===== src/rtl/operand_store.sv =====
// operand_store: write-back stage of the Z80 core.
// Commits one execute-stage result to an 8-bit register, a 16-bit register pair,
// a memory byte or a little-endian memory word, then optionally commits flags.
// Optional build macro OS_FLAG_MASK_EN adds fsm_os_flag_mask: only the masked
// flag bits are replaced on a flag commit (INC keeps C, for example).
module operand_store #(
  parameter int ADDR_W    = 16,
  parameter int REG_SEL_W = 4
) (
  input  logic                 clk,
  input  logic                 reset,
  input  logic                 fsm_os_en,
  input  logic [1:0]           fsm_os_dest,
  input  logic [REG_SEL_W-1:0] fsm_os_reg_sel,
  input  logic [ADDR_W-1:0]    fsm_os_addr,
  input  logic                 fsm_os_flag_we,
`ifdef OS_FLAG_MASK_EN
  input  logic [7:0]           fsm_os_flag_mask,
`endif
  input  logic [7:0]           ie_os_result,
  input  logic [7:0]           ie_os_result_high,
  input  logic [7:0]           ie_os_flag_reg,
  input  logic                 mem_wait,
  output logic                 os_rf_we,
  output logic                 os_rf_we_high,
  output logic [REG_SEL_W-1:0] os_rf_sel,
  output logic [7:0]           os_rf_data,
  output logic [7:0]           os_rf_data_high,
  output logic                 mem_wr,
  output logic [ADDR_W-1:0]    mem_addr,
  output logic [7:0]           mem_wdata,
  output logic [7:0]           os_flag_reg,
  output logic                 os_fsm_done,
  output logic                 os_fsm_busy
);

  typedef enum logic [2:0] {
    IDLE   = 3'd0,
    REG_WR = 3'd1,
    MEM_LO = 3'd2,
    MEM_HI = 3'd3,
    DONE   = 3'd4
  } state_t;

  localparam logic [1:0] DEST_REG16 = 2'd1;
  localparam logic [1:0] DEST_MEMW  = 2'd3;

  state_t                 state_q, state_d;
  logic [1:0]             dest_q;
  logic [REG_SEL_W-1:0]   sel_q;
  logic [ADDR_W-1:0]      addr_q;
  logic                   flag_we_q;
  logic [7:0]             lo_q, hi_q, flags_in_q;
  logic [7:0]             flag_q, flag_d;
  logic                   start;

  // A command is only accepted while idle; pulses during a command are dropped.
  assign start = (state_q == IDLE) && fsm_os_en;

`ifdef OS_FLAG_MASK_EN
  logic [7:0] mask_q;

  // Mask is part of the command and captured with it.
  always_ff @(posedge clk or posedge reset) begin
    if (reset)      mask_q <= '0;
    else if (start) mask_q <= fsm_os_flag_mask;
  end

  assign flag_d = (flag_q & ~mask_q) | (flags_in_q & mask_q);
`else
  assign flag_d = flags_in_q;
`endif

  // Control state register.
  always_ff @(posedge clk or posedge reset) begin
    if (reset) state_q <= IDLE;
    else        state_q <= state_d;
  end

  // Next-state: memory states hold until an edge sees mem_wait low.
  always_comb begin
    state_d = state_q;
    case (state_q)
      IDLE:    if (fsm_os_en) state_d = fsm_os_dest[1] ? MEM_LO : REG_WR;
      REG_WR:  state_d = DONE;
      MEM_LO:  if (!mem_wait) state_d = (dest_q == DEST_MEMW) ? MEM_HI : DONE;
      MEM_HI:  if (!mem_wait) state_d = DONE;
      DONE:    state_d = IDLE;
      default: state_d = IDLE;
    endcase
  end

  // Command capture; inputs are ignored until the next accepted command.
  always_ff @(posedge clk or posedge reset) begin
    if (reset) begin
      dest_q     <= '0;
      sel_q      <= '0;
      addr_q     <= '0;
      flag_we_q  <= 1'b0;
      lo_q       <= '0;
      hi_q       <= '0;
      flags_in_q <= '0;
    end else if (start) begin
      dest_q     <= fsm_os_dest;
      sel_q      <= fsm_os_reg_sel;
      addr_q     <= fsm_os_addr;
      flag_we_q  <= fsm_os_flag_we;
      lo_q       <= ie_os_result;
      hi_q       <= ie_os_result_high;
      flags_in_q <= ie_os_flag_reg;
    end
  end

  // Flags commit on the edge leaving DONE, i.e. after the data write is over.
  always_ff @(posedge clk or posedge reset) begin
    if (reset)                               flag_q <= '0;
    else if (state_q == DONE && flag_we_q)   flag_q <= flag_d;
  end

  // Outputs decode from state; data/address follow the captured command so
  // they read zero after reset and hold their last values while idle.
  always_comb begin
    os_rf_we        = (state_q == REG_WR);
    os_rf_we_high   = (state_q == REG_WR) && (dest_q == DEST_REG16);
    os_rf_sel       = sel_q;
    os_rf_data      = lo_q;
    os_rf_data_high = hi_q;
    mem_wr          = (state_q == MEM_LO) || (state_q == MEM_HI);
    mem_addr        = (state_q == MEM_HI) ? addr_q + ADDR_W'(1) : addr_q;
    mem_wdata       = (state_q == MEM_HI) ? hi_q : lo_q;
    os_flag_reg     = flag_q;
    os_fsm_done     = (state_q == DONE);
    os_fsm_busy     = (state_q != IDLE);
  end

endmodule


===== config.mk =====
export PLATFORM = sky130hd
export DESIGN_NAME = operand_store
export DESIGN_NICKNAME = d
export VERILOG_FILES = /design/src/rtl/operand_store.sv
export SDC_FILE = /design/constraint.sdc
export NUM_CORES = 1
export LEC_CHECK = 0
export BUFFER_PORTS_ARGS = -buffer_cell sky130_fd_sc_hd__buf_2
export CORE_MARGIN = 3
export CORE_UTILIZATION = 35
export CTS_CLUSTER_SIZE = 30
export DETAILED_ROUTE_END_ITERATION = 16
export PLACE_DENSITY = 0.6
export SYNTH_ARGS = -nofsm -noshare
export SYNTH_HDL_FRONTEND = slang
export SYNTH_SLANG_ARGS = --single-unit

===== constraint.sdc =====
create_clock -name clk -period 1.7 [get_ports clk]
set_clock_uncertainty 0.05 [all_clocks]
set_input_delay 0.17 -clock clk [delete_from_list [all_inputs] [get_ports clk]]
set_output_delay 0.17 -clock clk [all_outputs]
set_load 0.05 [all_outputs]

==> results of run 1 <==
-- per-layer routing --
layer,GRT usage [%],up-vias,share of wire (%)
met1,23.0,1167,41
met3,3.21,12,4.5
met2,30.0,66,53
met5,0,-,0
met4,5.69,0,1.6
li1,-,1109,-
-- cell type report --
| type | count | share of cell area, % |
|---|---|---|
| Clock buffer | 9 | 2.41 |
| Clock inverter | 7 | 1.99 |
| Inverter | 4 | 0.292 |
| Multi-Input combinational cell | 143 | 33.4 |
| Sequential cell | 58 | 28.2 |
| Tap cell | 102 | 2.48 |
| Timing Repair Buffer | 182 | 31.2 |
-- repair_timing --
| item | CTS | global route |
|---|---|---|
| hold buffers | 22 | 0 |
| buffers inserted | 17 | 3 |
| gates cloned | 7 | 0 |
| resized for setup | 108 | 21 |
| endpoints found under the setup margin | 74 | 84 |
| pin swaps | 12 | 14 |
| endpoints found under the hold margin | 46 | 0 |
-- cells in the final DEF (no fill, tap or decap), types with 2 or more instances in the layout --
cell / netlist / routed
dlygate4sd3_1: 0 / 22
nand2_2: 0 / 9
buf_4: 1 / 28
inv_1: 4 / 3
buf_2: 3 / 78
xor2_4: 0 / 2
buf_12: 4 / 4
a31oi_1: 2 / 2
buf_6: 1 / 32
buf_16: 0 / 6
mux2_4: 30 / 54
buf_8: 0 / 12
dfrtp_1: 58 / 57
nor2_1: 6 / 2
bufinv_16: 0 / 2
nor4_4: 1 / 2
nand2_1: 38 / 27
clkbuf_8: 0 / 9
xnor2_2: 0 / 3
a211oi_1: 2 / 2
xnor2_4: 0 / 9
clkinv_4: 0 / 3
nand3_4: 0 / 2
nor2_4: 1 / 5
nand2_4: 0 / 2
nand4_1: 4 / 4
-- power breakdown --
part	leakage [nW]	internal, W	switching [W]
logic	1.71	0.00364	0.00436
registers	0.685	0.00209	0.000538
clock network	0.110	0.000837	0.000600
total	2.50	0.00657	0.00550
-- worst max-delay path, delay by kind of cell (launching register included) --
kind	cells	cell delay (ns)
buf+inv	3	0.50
xor+xnor	1	0.22
flops	1	0.39
simple gates	3	0.53
-- worst paths after layout --
kind	startpoint	end	slack, ns	depth (start not counted)
setup / recovery	state_q[2]$_DFFE_PP0P_	mem_addr[12]	-0.48	7
hold / removal	ie_os_result_high[4]	os_rf_data_high[4]$_DFFE_PP0P_	0.01	2
setup reg to reg	state_q[2]$_DFFE_PP0P_	addr_q[1]$_DFFE_PP0P_	-0.27	8
hold reg to reg	flag_d[0]$_DFFE_PP0P_	flag_d[0]$_DFFE_PP0P_	0.46	1
max in group asynchronous	reset	os_rf_data[0]$_DFFE_PP0P_	0.60	4
min in group asynchronous	reset	os_rf_sel[0]$_DFFE_PP0P_	0.41	3
-- per-stage QoR --
stage	power (W)	TNS (ns)	hold slack, ns	util, %	instance area [sq um]
floorplan	0.00776	-8.18	0.214	-	3210
global placement	0.00904	-4.94	0.219	51.0	3990
detailed placement	0.00912	-6.37	0.225	51.0	3990
CTS	0.0120	-21.62	0.0000426	65.3	5100
global route	0.0126	-21.27	0.00399	66.0	5150
finish	0.0121	-17.31	0.0108	66.0	5150
-- kinds of logic after synthesis --
group	count (synthesis)	synth area share, %
DFF	58	51.1
AOI/OAI and AO/OA	7	1.63
muxes	55	25.8
buffers and inverters	14	4.67
adders and majority gates	1	0.441
xor gates and xnor gates	15	4.63
and+or+nand+nor	65	11.7
==> results_dict.tcl, run 1 <==
set metrics [dict create \
    outcome "complete, but fails checks" \
    violations "negative setup slack" \
    wl_um 7830 \
    netlist.area_leader.share_pct 51.1 \
    cts_root_buffer "clkbuf_8" \
    nets 450 \
    ys.flop_type "dfrtp_1" \
    n_antenna_cell 0 \
    ir_worst_vdd_mv 1.34 \
    rsz0062_at_grt "true" \
    antenna_left 0 \
    vias 2354 \
    synth.avg_cell_area_sq_um 13.2 \
    start_kind "register" \
    multi_input_area_sq_um 1720 \
    yosysMostFrequentCell "dfrtp_1" \
    worstSetupEndpointType "output pin" \
    post-route-period-util_pct 128 \
    drc 0 \
    grt_max_degree 34 \
    arrival_ns 1.96 \
    slew_headroom_pct 59.8 \
    die_w_um 96.1 \
    dieArea_sq_um 9230 \
    fmax_ghz 0.459 \
    clk_pin_slew_ns 0.08 \
    worstSkewPairLatency_ns 0.33 \
    cp_common_cell "buf_4" \
    slowest_stage "dfrtp_1" \
    synth_area_leader_cell "dfrtp_1" \
    syn_inst 215 \
    cts_sinks 58 \
    setup_slack_ns -0.479 \
    drtIter0Drc 44 \
    grt.overflow.total 0 \
    dr.pass1.iters 4 \
    layout-drive-gt1-share_pct 68.7 \
    grt_pass1_vias 2464 \
    chipHeight_um 96.1 \
    port_buffers 107 \
    slowest_delay_ns 0.39 \
    syn_area_sq_um 2840 \
    setup.worst_path.class "reg -> out" \
    p_per_area_nw_per_um2 2340 \
    synth_seq_area_share_pct 51.1 \
    clk_path_buf_depth 2 \
    grt_pass1_wl_um 12400 \
    dp.cells 443 \
    place.gp.congestion 0.744 \
    setup_violations 81 \
    netlist_top_cells_count "dfrtp_1, nand2_1, mux2_4, mux2_2, xnor2_1" \
    yosysWarnings 0 \
    syn_to_final_growth_pct 81.4 \
    grt_usage_pct 17.8 \
    viasPerCell 4.66 \
    fillers 571 \
    wl_per_cell_um 15.5 \
    p_leak_nw 2.50 \
    io_pins 108 \
    cts_made_buffers 9 \
    synth_seq_cells 58 \
    hpwl_um 4990 \
    rows 32 \
    coreArea_sq_um 7810 \
    period_minus_slack_ns 2.18 \
    largest_reg_flops 16 \
    maxSlewViolCount 0 \
    cp.required_ns 1.48 \
    tritoncts "yes" \
    synth_edf_count 0 \
    regArea_sq_um 1450 \
    final_cells 505 \
    synth.area.top_cells "dfrtp_1, mux2_4, mux2_2, nand2_1, xnor2_1" \
    synth.net_count 267 \
    place_ws_ns -0.281 \
    antenna_found_initial 0 \
    worst-slew-pin-transition_ns 0.602 \
    hold_viol 0 \
    critical_path.cell_chain "nand3b_1, buf_4, nor4_4, buf_4, nand4_1, xnor2_4, buf_6" \
    async_reset_ff_share_pct 100 \
    crit_fanout 3 \
    start_util_pct 36.4 \
    hold_class "in -> reg" \
    drv_cap 0 \
    yosys.cell_types.count 34 \
    htree_levels 3 \
    regMostFlops "addr_q" \
]
Power figures use the tool's default switching activity.
==> run 2, diff against run 1 <==
--- a/config.mk
+++ b/config.mk
@@ -6,11 +6,13 @@
 export NUM_CORES = 1
 export LEC_CHECK = 0
 export BUFFER_PORTS_ARGS = -buffer_cell sky130_fd_sc_hd__buf_2
+export CELL_PAD_IN_SITES_DETAIL_PLACEMENT = 0
+export CELL_PAD_IN_SITES_GLOBAL_PLACEMENT = 1
 export CORE_MARGIN = 3
-export CORE_UTILIZATION = 35
+export CORE_UTILIZATION = 34
 export CTS_CLUSTER_SIZE = 30
 export DETAILED_ROUTE_END_ITERATION = 16
-export PLACE_DENSITY = 0.6
+export PLACE_DENSITY = 0.72
 export SYNTH_ARGS = -nofsm -noshare
 export SYNTH_HDL_FRONTEND = slang
 export SYNTH_SLANG_ARGS = --single-unit
==> results_dict.tcl, run 2 (same netlist as run 1, synthesis figures left out) <==
set metrics [dict create \
    slowest_delay_ns 0.37 \
    p_per_area_nw_per_um2 2410 \
    n_antenna_cell 0 \
    grt.overflow.total 0 \
    worstSkewPairLatency_ns 0.32 \
    regArea_sq_um 1450 \
    htree_levels 3 \
    dr.pass1.iters 4 \
    rsz0062_at_grt "true" \
    dp.cells 446 \
    die_w_um 97.4 \
    rows 32 \
    cts_made_buffers 9 \
    outcome "complete, but fails checks" \
    antenna_found_initial 0 \
    nets 440 \
    critical_path.cell_chain "nand4_1, buf_4, nor4_4, buf_4, nand4_1, xnor2_4, buf_6" \
    multi_input_area_sq_um 1740 \
    coreArea_sq_um 7930 \
    hold_class "in -> reg" \
    cts_root_buffer "clkbuf_8" \
    grt_pass1_vias 2403 \
    clk_path_buf_depth 2 \
    regMostFlops "addr_q" \
    drc 0 \
    setup.worst_path.class "reg -> out" \
    fillers 602 \
    crit_family "simple AND/OR/NAND/NOR gates" \
    fmax_ghz 0.453 \
    finish.utilization_pct 64.4 \
    port_buffers 107 \
    total_power_w 0.0123 \
    layout_commonest_cell "buf_2" \
    drtIter0Drc 52 \
    wl_per_cell_um 15.4 \
    maxSlewViolCount 0 \
    grt_max_degree 59 \
    syn_to_final_growth_pct 79.7 \
    slew_headroom_pct 78.9 \
    tritoncts "yes" \
    cts_sinks 58 \
    cp.required_ns 1.48 \
    start_kind "register" \
    io_pins 108 \
    violations "negative setup slack" \
    arrival_ns 1.99 \
    reg2reg_setup_slack_ns -0.39 \
    antenna_left 0 \
    largest_reg_flops 16 \
    drv_cap 0 \
    clk_pin_slew_ns 0.07 \
    post-route-period-util_pct 130 \
    place.gp.congestion 0.741 \
    worstSetupEndpointType "output pin" \
    crit_buf_inv 3 \
    worst-slew-pin-transition_ns 0.317 \
    chipHeight_um 97.4 \
    whs_ns 0.0205 \
    vias 2253 \
    tns_ns -24.15 \
    setup_violations 83 \
    layout-drive-gt1-share_pct 74.8 \
    hold_viol 0 \
    hpwl_um 4980 \
    wl_um 7620 \
    layout_common_cells "buf_2, dfrtp_1, mux2_4" \
    setup_slack_ns -0.507 \
    ir_worst_vdd_mv 1.44 \
    start_util_pct 35.8 \
    slowest_stage "dfrtp_1" \
    crit_fanout 3 \
    grt_usage_pct 16.2 \
    period_minus_slack_ns 2.21 \
    final_cells 495 \
    viasPerCell 4.55 \
    grt_pass1_wl_um 12200 \
    p_leak_nw 2.50 \
    dieArea_sq_um 9480 \
]
-- run 2: cell types whose count changed in the layout (fill, tap and decap cells not counted), moves of 2 or more --
cell           before  now
buf_16              6    3
dlygate4sd3_1      22    6
nand2_1            27   17
nand2_2             9   18
inv_1               3    1
buf_8              12   14
buf_4              28   30
buf_12              4    8
-- run 2: layout make-up --
| type | instances | share of cell area, % |
|---|---|---|
| clock buffers | 9 | 2.43 |
| clock inverters | 7 | 2.45 |
| inverters | 4 | 0.343 |
| multi-input cells | 143 | 34.1 |
| flip-flops and latches | 58 | 28.5 |
| well taps | 102 | 2.50 |
| repair buffers | 172 | 29.7 |
-- run 2: timing repair --
item,in CTS,in global routing
resized for setup,128,17
hold endpoints to repair,63,0
pin swaps,31,12
endpoints found under the setup margin,74,84
buffers inserted,18,10
hold buffers,6,0
gates cloned,4,1
-- run 2: worst paths after layout --
check | startpoint | end | depth (start not counted)
worst max-delay path | addr_q[6]$_DFFE_PP0P_ | mem_addr[12] | 7
worst min-delay path | ie_os_flag_reg[6] | flag_d[6]$_DFFE_PP0P_ | 2
worst max register to register | state_q[0]$_DFFE_PP0P_ | os_rf_data[3]$_DFFE_PP0P_ | 8
worst min register to register | os_rf_sel[3]$_DFFE_PP0P_ | os_rf_sel[3]$_DFFE_PP0P_ | 1
max in group asynchronous | reset | addr_q[5]$_DFFE_PP0P_ | 4
min in group asynchronous | reset | os_flag_reg[5]$_DFFE_PP0P_ | 4
-- run 2: through the flow --
step / setup slack [ns] / area [sq um]
6_report: -0.507 / 5100
3_5_place_dp: -0.308 / 4020
3_3_place_gp: -0.277 / 4020
4_1_cts: -0.532 / 4990
5_1_grt: -0.610 / 5100
2_1_floorplan: -0.273 / 3210
-- run 2: power by group --
group | leakage, nW | switching (W) | internal [W]
registers | 0.685 | 0.000531 | 0.00209
logic | 1.69 | 0.00439 | 0.00371
clock network | 0.124 | 0.000592 | 0.000989
-- run 2: per-layer routing --
metal / global-route usage [%] / up-vias / share of wire [%]
met5: 0 / - / 0
met4: 6.07 / 0 / 1.6
met3: 3.73 / 11 / 5.4
met2: 26.8 / 66 / 51
met1: 20.7 / 1089 / 42
li1: - / 1087 / -
-- run 2: worst reg2reg max path: stages (launching register included) --
cell,delay [ns]
dfrtp_1,0.41
buf_4,0.15
buf_6,0.11
or3_4,0.40
nor2_4,0.17
buf_12,0.17
buf_12,0.12
buf_16,0.11
mux2_4,0.29
==> run 3, diff against run 2 <==
--- a/config.mk
+++ b/config.mk
@@ -13,6 +13,7 @@
 export CTS_CLUSTER_SIZE = 30
 export DETAILED_ROUTE_END_ITERATION = 16
 export PLACE_DENSITY = 0.72
+export SETUP_SLACK_MARGIN = 0.4
 export SYNTH_ARGS = -nofsm -noshare
 export SYNTH_HDL_FRONTEND = slang
 export SYNTH_SLANG_ARGS = --single-unit
==> results_dict.tcl, run 3 (same netlist as run 1, synthesis figures left out) <==
set metrics [dict create \
    outcome "complete, but fails checks" \
    violations "negative setup slack" \
    port_buffers 107 \
    tns_ns -28.03 \
    worstSkewPairLatency_ns 0.33 \
    dieArea_sq_um 9480 \
    grt_pass1_vias 2480 \
    cp.required_ns 1.48 \
    io_pins 108 \
    min_path_cells 2 \
    cp_common_cell "buf_4" \
    ir_worst_vdd_mv 1.25 \
    tritoncts "yes" \
    start_kind "register" \
    dr.pass1.iters 2 \
    clk_pin_slew_ns 0.07 \
    rsz0062_at_grt "true" \
    layout-drive-gt1-share_pct 82.1 \
    p_per_area_nw_per_um2 2350 \
    die_w_um 97.4 \
    layout_commonest_cell "buf_2" \
    worst-slew-pin-transition_ns 0.560 \
    critical_path.cell_chain "nand4_1, buf_4, nor4_4, buf_4, nand2_4, xnor2_4, buf_6" \
    grt_max_degree 38 \
    largest_reg_flops 16 \
    setup_violations 83 \
    grt_pass1_wl_um 13000 \
    hpwl_um 5340 \
    post-route-period-util_pct 130 \
    n_antenna_cell 0 \
    drc 0 \
    grt_usage_pct 17.1 \
    htree_levels 3 \
    slew_headroom_pct 62.6 \
    cts_root_buffer "clkbuf_8" \
    total_power_w 0.0133 \
    arrival_ns 1.99 \
    antenna_found_initial 0 \
    r2r-start "state_q[1]$_DFFE_PP0P_" \
    clk_path_buf_depth 2 \
    wl_um 8210 \
    p_leak_nw 2.68 \
    setup.worst_path.class "reg -> out" \
    worstSetupEndpointType "output pin" \
    reg2reg_setup_slack_ns -0.41 \
    setup_slack_ns -0.510 \
    coreArea_sq_um 7930 \
    period_minus_slack_ns 2.21 \
    antenna_left 0 \
    cts_made_buffers 9 \
    hold_viol 0 \
    maxSlewViolCount 0 \
    hold_class "in -> reg" \
    layout_common_cells "buf_2, mux2_4, dfrtp_1" \
    hold_end "state_q[2]$_DFFE_PP0P_" \
    hold_start "mem_wait" \
    crit_family "buffers and inverters" \
    crit_buf_inv 3 \
    rows 32 \
    slowest_stage "dfrtp_1" \
    slowest_delay_ns 0.35 \
    wl_per_cell_um 16.1 \
    r2r_cells 8 \
    chipHeight_um 97.4 \
    viasPerCell 4.59 \
    start_util_pct 35.8 \
    drtIter0Drc 48 \
    fmax_ghz 0.453 \
    syn_to_final_growth_pct 99.9 \
    grt.overflow.total 0 \
    drv_cap 0 \
    r2r_end "os_rf_data[4]$_DFFE_PP0P_" \
    crit_fanout 3 \
    vias 2335 \
    place.gp.congestion 0.715 \
    nets 455 \
    regMostFlops "addr_q" \
    cts_sinks 58 \
    crit_cells 7 \
]
run 3: timing repair:
| action | 4_1_cts | 5_1_grt |
|---|---|---|
| endpoints found under the hold margin | 21 | 0 |
| setup endpoints to repair | 85 | 97 |
| resized for setup | 125 | 61 |
| cloned | 2 | 3 |
| buffers inserted | 12 | 22 |
| hold buffers | 1 | 0 |
| pin swaps | 27 | 33 |
run 3: cell type report:
class	instances	area (sq um)
clock buffers	13	169
clock inverters	2	35.0
fillers	516	2250
inverters	4	18.8
multi-input cells	143	2100
flip-flops and latches	58	1460
well taps	102	128
repair buffers	187	1760
run 3: worst max path at each step:
| stage | startpoint | endpoint | slack [ns] |
|---|---|---|---|
| 3_3_place_gp | state_q[2]$_DFFE_PP0P_ | mem_addr[12] | -0.24 |
| 4_1_cts | state_q[2]$_DFFE_PP0P_ | mem_addr[15] | -0.51 |
| 5_1_grt | addr_q[1]$_DFFE_PP0P_ | mem_addr[12] | -0.62 |
| 6_report | addr_q[4]$_DFFE_PP0P_ | mem_addr[13] | -0.51 |
| 3_5_place_dp | state_q[2]$_DFFE_PP0P_ | mem_addr[12] | -0.27 |
| 2_1_floorplan | addr_q[3]$_DFFE_PP0P_ | mem_addr[15] | -0.27 |
run 3: where the power goes:
group | internal [W] | leakage (nW) | switching, W
Sequential | 0.00211 | 0.677 | 0.000714
Combinational | 0.00442 | 1.90 | 0.00476
Clock | 0.000788 | 0.106 | 0.000527
run 3: worst register-to-register path, stage by stage (launching register included):
cell and delay [ns]:
dfrtp_1 0.41, buf_6 0.13, buf_6 0.11, or3_4 0.41, nor2_4 0.20, buf_4 0.14, buf_6 0.11, clkbuf_16 0.14
mux2_4 0.29
run 3: layer usage:
metal	share of wire, %	vias up	global-route usage, %
met5	0	-	0
met4	1.4	0	6.07
met3	4.8	9	3.73
met2	50	65	27.9
met1	44	1143	22.6
li1	-	1118	-
run 3: per-stage QoR:
step	instance area, sq um	hold slack [ns]	std cells	utilization [%]	setup WS (ns)
6_report	5670	0.0114	509	71.6	-0.510
5_1_grt	5670	0.000568	509	71.6	-0.624
4_1_cts	5190	0.00532	484	65.4	-0.508
3_5_place_dp	4350	0.200	454	54.8	-0.269
3_3_place_gp	4350	0.197	454	54.8	-0.237
2_1_floorplan	3470	0.213	215	-	-0.273
